[src/rtl/rv32m_ctrl.sv]
// rv32m_ctrl - issue-side controller for the iterative RV32M multiply/divide unit.
//
// Takes one M-extension op from execute, resolves divide-by-zero and signed
// overflow locally, otherwise issues it to the unit via a single-cycle start
// pulse and waits for the level finish. A watchdog aborts a hung unit. The
// result is returned with a valid/ready handshake. Every output is a flop.
//
// Ports:
//   clk, rst_n                     clock, async active-low reset
//   req_valid/req_ready            request handshake
//   req_funct3, req_a, req_b       RV32M funct3 and operands
//   req_rd                         destination register tag
//   flush                          cancel any in-flight operation
//   mdu_start, mdu_a, mdu_b, mdu_m start pulse, operands and opcode to the unit
//   mdu_finish, mdu_r              unit done (level) and its result
//   rsp_valid/rsp_ready            response handshake
//   rsp_data, rsp_rd, rsp_err      result, tag, watchdog-abort flag
//
// state | meaning
// IDLE  | ready for a request; with pend set, the latched op is being decoded
// ISSUE | start pulse is on the unit for this one cycle
// WAIT  | waiting for finish, watchdog counting
// RESP  | result presented until rsp_ready

module rv32m_ctrl #(
    parameter int TIMEOUT = 100
) (
    input  logic        clk,
    input  logic        rst_n,
    input  logic        req_valid,
    output logic        req_ready,
    input  logic [2:0]  req_funct3,
    input  logic [31:0] req_a,
    input  logic [31:0] req_b,
    input  logic [4:0]  req_rd,
    input  logic        flush,
    output logic        mdu_start,
    output logic [31:0] mdu_a,
    output logic [31:0] mdu_b,
    output logic [2:0]  mdu_m,
    input  logic        mdu_finish,
    input  logic [31:0] mdu_r,
    output logic        rsp_valid,
    input  logic        rsp_ready,
    output logic [31:0] rsp_data,
    output logic [4:0]  rsp_rd,
    output logic        rsp_err
);

    localparam int WD_W = $clog2(TIMEOUT + 1);

    typedef enum logic [1:0] {
        S_IDLE,
        S_ISSUE,
        S_WAIT,
        S_RESP
    } state_t;

    state_t            state_q, state_nx;
    logic              pend_q, pend_nx;
    logic [WD_W-1:0]   wd_q, wd_nx;
    logic [31:0]       data_nx;
    logic              err_nx;
    logic              accept;
    logic              div_op;
    logic              b_zero;
    logic              ovf;

    // Corner cases are decided from the latched operands during the pend
    // cycle, which keeps the 32-bit compares off the request input path.
    always_comb begin
        accept   = (state_q == S_IDLE) && !pend_q && req_ready && req_valid && !flush;
        div_op   = mdu_m[2];
        b_zero   = (mdu_b == 32'h0000_0000);
        ovf      = !mdu_m[0] && (mdu_a == 32'h8000_0000) && (mdu_b == 32'hFFFF_FFFF);

        state_nx = state_q;
        pend_nx  = pend_q;
        wd_nx    = wd_q;
        data_nx  = rsp_data;
        err_nx   = rsp_err;

        if (flush) begin
            state_nx = S_IDLE;
            pend_nx  = 1'b0;
            err_nx   = 1'b0;
        end else begin
            case (state_q)
                S_IDLE: begin
                    if (accept) begin
                        pend_nx = 1'b1;
                    end else if (pend_q) begin
                        pend_nx = 1'b0;
                        if (div_op && b_zero) begin
                            state_nx = S_RESP;
                            data_nx  = mdu_m[1] ? mdu_a : 32'hFFFF_FFFF;
                            err_nx   = 1'b0;
                        end else if (div_op && ovf) begin
                            state_nx = S_RESP;
                            data_nx  = mdu_m[1] ? 32'h0000_0000 : 32'h8000_0000;
                            err_nx   = 1'b0;
                        end else begin
                            state_nx = S_ISSUE;
                        end
                    end
                end
                // finish is ignored here: it may still be high from the previous op
                S_ISSUE: begin
                    state_nx = S_WAIT;
                    wd_nx    = '0;
                end
                S_WAIT: begin
                    if (mdu_finish) begin
                        state_nx = S_RESP;
                        data_nx  = mdu_r;
                        err_nx   = 1'b0;
                    end else if (wd_q == WD_W'(TIMEOUT)) begin
                        state_nx = S_RESP;
                        data_nx  = 32'h0000_0000;
                        err_nx   = 1'b1;
                    end else begin
                        wd_nx = wd_q + WD_W'(1);
                    end
                end
                S_RESP: begin
                    if (rsp_ready) begin
                        state_nx = S_IDLE;
                        err_nx   = 1'b0;
                    end
                end
                default: begin
                    state_nx = S_IDLE;
                    pend_nx  = 1'b0;
                end
            endcase
        end
    end

    always_ff @(posedge clk or negedge rst_n) begin
        if (!rst_n) begin
            state_q   <= S_IDLE;
            pend_q    <= 1'b0;
            wd_q      <= '0;
            req_ready <= 1'b0;
            mdu_start <= 1'b0;
            mdu_a     <= 32'h0000_0000;
            mdu_b     <= 32'h0000_0000;
            mdu_m     <= 3'b000;
            rsp_valid <= 1'b0;
            rsp_data  <= 32'h0000_0000;
            rsp_rd    <= 5'd0;
            rsp_err   <= 1'b0;
        end else begin
            state_q   <= state_nx;
            pend_q    <= pend_nx;
            wd_q      <= wd_nx;
            rsp_data  <= data_nx;
            rsp_err   <= err_nx;
            // Outputs are registered copies of the next-state decode.
            req_ready <= (state_nx == S_IDLE) && !pend_nx;
            mdu_start <= (state_nx == S_ISSUE);
            rsp_valid <= (state_nx == S_RESP);
            if (accept) begin
                mdu_a  <= req_a;
                mdu_b  <= req_b;
                mdu_m  <= req_funct3;
                rsp_rd <= req_rd;
            end
        end
    end

endmodule

[config.mk]
export PLATFORM = sky130hd
export DESIGN_NAME = rv32m_ctrl
export DESIGN_NICKNAME = d
export VERILOG_FILES = /design/src/rtl/rv32m_ctrl.sv
export SDC_FILE = /design/constraint.sdc
export NUM_CORES = 1
export LEC_CHECK = 0
export CORE_UTILIZATION = 47
export DETAILED_ROUTE_END_ITERATION = 6
export GPL_TIMING_DRIVEN = 0
export HOLD_SLACK_MARGIN = 0.08
export PLACE_DENSITY = 0.86
export SETUP_SLACK_MARGIN = 0.1
export SYNTH_ARGS = -nofsm -noshare
export SYNTH_HDL_FRONTEND = slang
export SYNTH_SLANG_ARGS = --single-unit
[constraint.sdc]
create_clock -name clk -period 5.6 [get_ports clk]
set_clock_uncertainty 0.05 [all_clocks]
set_input_delay 1.4 -clock clk [delete_from_list [all_inputs] [get_ports clk]]
set_output_delay 1.4 -clock clk [all_outputs]
set_load 0.005 [all_outputs]
==> Implementation_results.wiki <==
{| class="wikitable"
! Metric !! Value
|-
| Post-synth EDFFs || 0
|-
| Final antenna diode count || 0
|-
| Final-report max-slew violation count || 0
|-
| Worst Max-Slew Pin Slew || 0.9275 ns
|-
| Largest fanout of any net on the critical path || 10
|-
| Remaining design rule violation count || 0
|-
| R2R cell count || 7
|-
| Number of inserted filler cells in the final layout || 729
|-
| Library cell contributing the largest single delay on the critical path || sky130_fd_sc_hd__nor3_2
|-
| Register cell area after layout || 2953 sq um
|-
| Post-route fraction of the period consumed by the critical path || 62.87%
|-
| Relative slew slack || 37.83%
|-
| Overall via count from detail_route || 4584
|-
| Final #Nets || 795
|-
| Unrepaired setup endpoints after global routing || false
|-
| Number of nets still failing antenna checks after routing || 0
|-
| Maximum number of pins on one net before global-route repair || 64
|-
| Critical Path Start Type || input pin
|-
| Worst setup margin || 2.079 ns
|-
| Required time of the worst setup path || 5.83 ns
|-
| Routed wire length || 15950 microns
|-
| Class of the tightest hold or removal check || reg -> reg
|-
| Clock slew at reported path FFs || 0.05 ns
|-
| Layout Cell Area excl Fill || 8322 sq um
|-
| Clock tree sinks || 118
|-
| Die Height || 109.0 microns
|-
| Endpoint of the worst-slack reg-to-reg timing path || rsp_data[24]
|-
| Number of warning messages in the yosys log || 0
|-
| Area share of the largest cell type after synthesis || 54.85%
|-
| Crit. Startpoint || req_valid
|-
| Post-synthesis cell type count || 39
|-
| Post-CTS setup-driven buffer insertion count || 0
|-
| Most frequent cells after synthesis || sky130_fd_sc_hd__dfrtp_1, sky130_fd_sc_hd__mux2_2, sky130_fd_sc_hd__o21ai_0
|-
| Peak per-stage delay on the critical path || 0.71 ns
|-
| Wire length of the first global-routing pass || 24830 microns
|-
| Post-layout min period || 3.521 ns
|-
| Hold Violations, Final || 0
|-
| Core ar. || 10980 sq um
|-
| Cell type contributing the most total cell area after synthesis || sky130_fd_sc_hd__dfrtp_1
|-
| Vias in the first global route || 4725
|-
| Antenna violations before repair || 0
|-
| Master cell of the clock root buffer || sky130_fd_sc_hd__clkbuf_16
|-
| Achievable clock frequency || 0.2840 GHz
|-
| Mean routed wirelength per cell || 19.10 microns
|-
| Cell count after placement || 804
|-
| Count of state elements after synthesis || 118
|-
| Worst-case clock buffer depth || 2
|-
| Half-perimeter wire length of the detailed placement result || 11890 microns
|-
| Number of standard cells after synthesis || 447
|-
| # H-tree levels || 4
|-
| GRT Total Usage || 28.49%
|-
| Number of clock buffers inserted by TritonCTS || 17
|-
| Register-to-register setup slack || 2.88 ns
|-
| Post-CTS sizing || 0
|-
| Layout Cells excl Fill || 835
|-
| Total leakage power || 3.353 nW
|-
| Main area contributors after synthesis || sky130_fd_sc_hd__dfrtp_1, sky130_fd_sc_hd__mux2_2, sky130_fd_sc_hd__nor2b_1
|-
| Gr ovfl total || 0
|-
| Starting density of the core || 49.02%
|-
| Total of hold buffers inserted after clock tree synthesis || 0
|-
| Worst hold margin || 0.4529 ns
|-
| Area of combinational cells with multiple inputs || 2307 sq um
|-
| Fraction of the yosys area taken by sequential cells || 54.85%
|-
| Fraction of final layout cells sized beyond drive strength 1 || 19.57%
|-
| Synth Area per Inst || 12.04 sq um
|-
| Post-synthesis instance area || 5384 sq um
|-
| Worst setup slack before clock tree synthesis || 1.706 ns
|-
| Std-Cell Rows || 38
|-
| Post-Route Setup TNS || 0 ns
|-
| Worst-Skew Late Latency || 0.41 ns
|-
| Number of buffers added on ports || 216
|-
| Power density of the placed cells || 407.9 nW/um^2
|-
| Critical-path cell list || clkdlybuf4s50_1, nand3_1, nor3_2, clkbuf_1, mux2_2
|-
| Vias per Instance || 5.490
|-
| FFs w/ async S/R, synth || 100.0%
|-
| CP Class || in -> reg
|-
| Number of placed I/O pins || 218
|-
| Die Width || 109.0 microns
|-
| Number of endpoints failing setup at the final stage || 0
|-
| Critical path destination || mdu_b[0]
|-
| RR Startpoint || mdu_b[3]
|-
| Library cell with the highest instance count after synthesis || sky130_fd_sc_hd__dfrtp_1
|-
| Peak supply drop || 0.2346 mV
|-
| Net Count, Synth || 559
|-
| Status || finished clean
|-
| Critical Path AT || 3.76 ns
|-
| Critical Path Sink Type || register
|-
| Final RePlAce weighted congestion || 0.8191
|-
| Area of the die || 11890 sq um
|-
| Prevailing post-synth register cell || sky130_fd_sc_hd__dfrtp_1
|-
| DRC violation total after the first TritonRoute iteration || 195
|-
| Max-cap check violation count || 0
|-
| DRT Pass-1 Iters || 6
|-
| P&R area growth vs syn || 54.57%
|-
| CTS tree || done
|-
| Area post-placement || 7750 sq um
|}
## worst min-delay path by stage
stage                     slack [ns]           end  cells after the start    startpoint
after floorplan                 0.43       wd_q[0]                      2       wd_q[0]
after global placement          0.43  rsp_data[30]                      1  rsp_data[30]
after detailed placement        0.44  rsp_data[28]                      1  rsp_data[28]
after CTS                       0.45  rsp_data[28]                      1  rsp_data[28]
after global routing            0.46  rsp_data[28]                      1  rsp_data[28]
final                           0.45     rsp_rd[1]                      1     rsp_rd[1]
## logic make-up after synthesis
group	synth area share [%]
muxes	22.15
and+or+nand+nor	13.94
AOI/OAI and AO/OA	5.810
DFF	54.85
buffers and inverters	2.301
xor gates and xnor gates	0.4881
adders and majority gates	0.4647
## cell usage in the layout (no fill, tap or decap), types with 11 or more instances in the layout
cell and count:
sky130_fd_sc_hd__nand4_1 14, sky130_fd_sc_hd__nor2b_1 34, sky130_fd_sc_hd__mux2_2 102, sky130_fd_sc_hd__nand2_1 38, sky130_fd_sc_hd__nor4_1 11, sky130_fd_sc_hd__clkbuf_16 17
sky130_fd_sc_hd__dfrtp_1 118, sky130_fd_sc_hd__clkbuf_1 26, sky130_fd_sc_hd__o21ai_0 39, sky130_fd_sc_hd__clkdlybuf4s50_1 215, sky130_fd_sc_hd__nor2_1 11
## flip-flops by register name (all words and copies together) (netlist names), 2 cells and up
name,cells
rsp_data,32
mdu_m,3
mdu_b,32
state_q,2
rsp_rd,5
mdu_a,32
wd_q,7
## metrics by stage
stage / power (mW) / util, %
CTS: 3.417 / 75.77
finish: 3.394 / 75.77
global placement: 2.306 / 70.30
detailed placement: 2.346 / 70.56
global route: 3.566 / 75.77
floorplan: 1.626 / -
## power breakdown
part | total, mW | switching (mW) | internal, mW
sequential | 1.33 | 0.244 | 1.09
combinational | 1.00 | 0.313 | 0.691
clock | 1.06 | 0.357 | 0.699
## layer usage
metal | vias up | wire, microns | track usage (%)
li1 | 2086 | - | -
met1 | 2275 | 6257 | 33.08
met2 | 196 | 8091 | 48.34
met3 | 27 | 1258 | 10.46
met4 | 0 | 340 | 9.846
met5 | - | 0 | 0
## final cells by class
class / count / share of cell area [%]
inverters: 5 / 0.2255
flip-flops and latches: 118 / 35.48
repair buffers: 217 / 26.33
clock buffers: 28 / 6.089
well taps: 140 / 2.105
multi-input cells: 302 / 27.73
plain buffers: 22 / 1.263
clock inverters: 3 / 0.7818
## worst max-delay path, delay by kind of cell
kind	cells	cell delay, ns
multiplexers	1	0.41
AND/OR/NAND/NOR	2	0.80
buffers and inverters	2	1.14
Note: power is estimated with default switching activity, not from simulation.
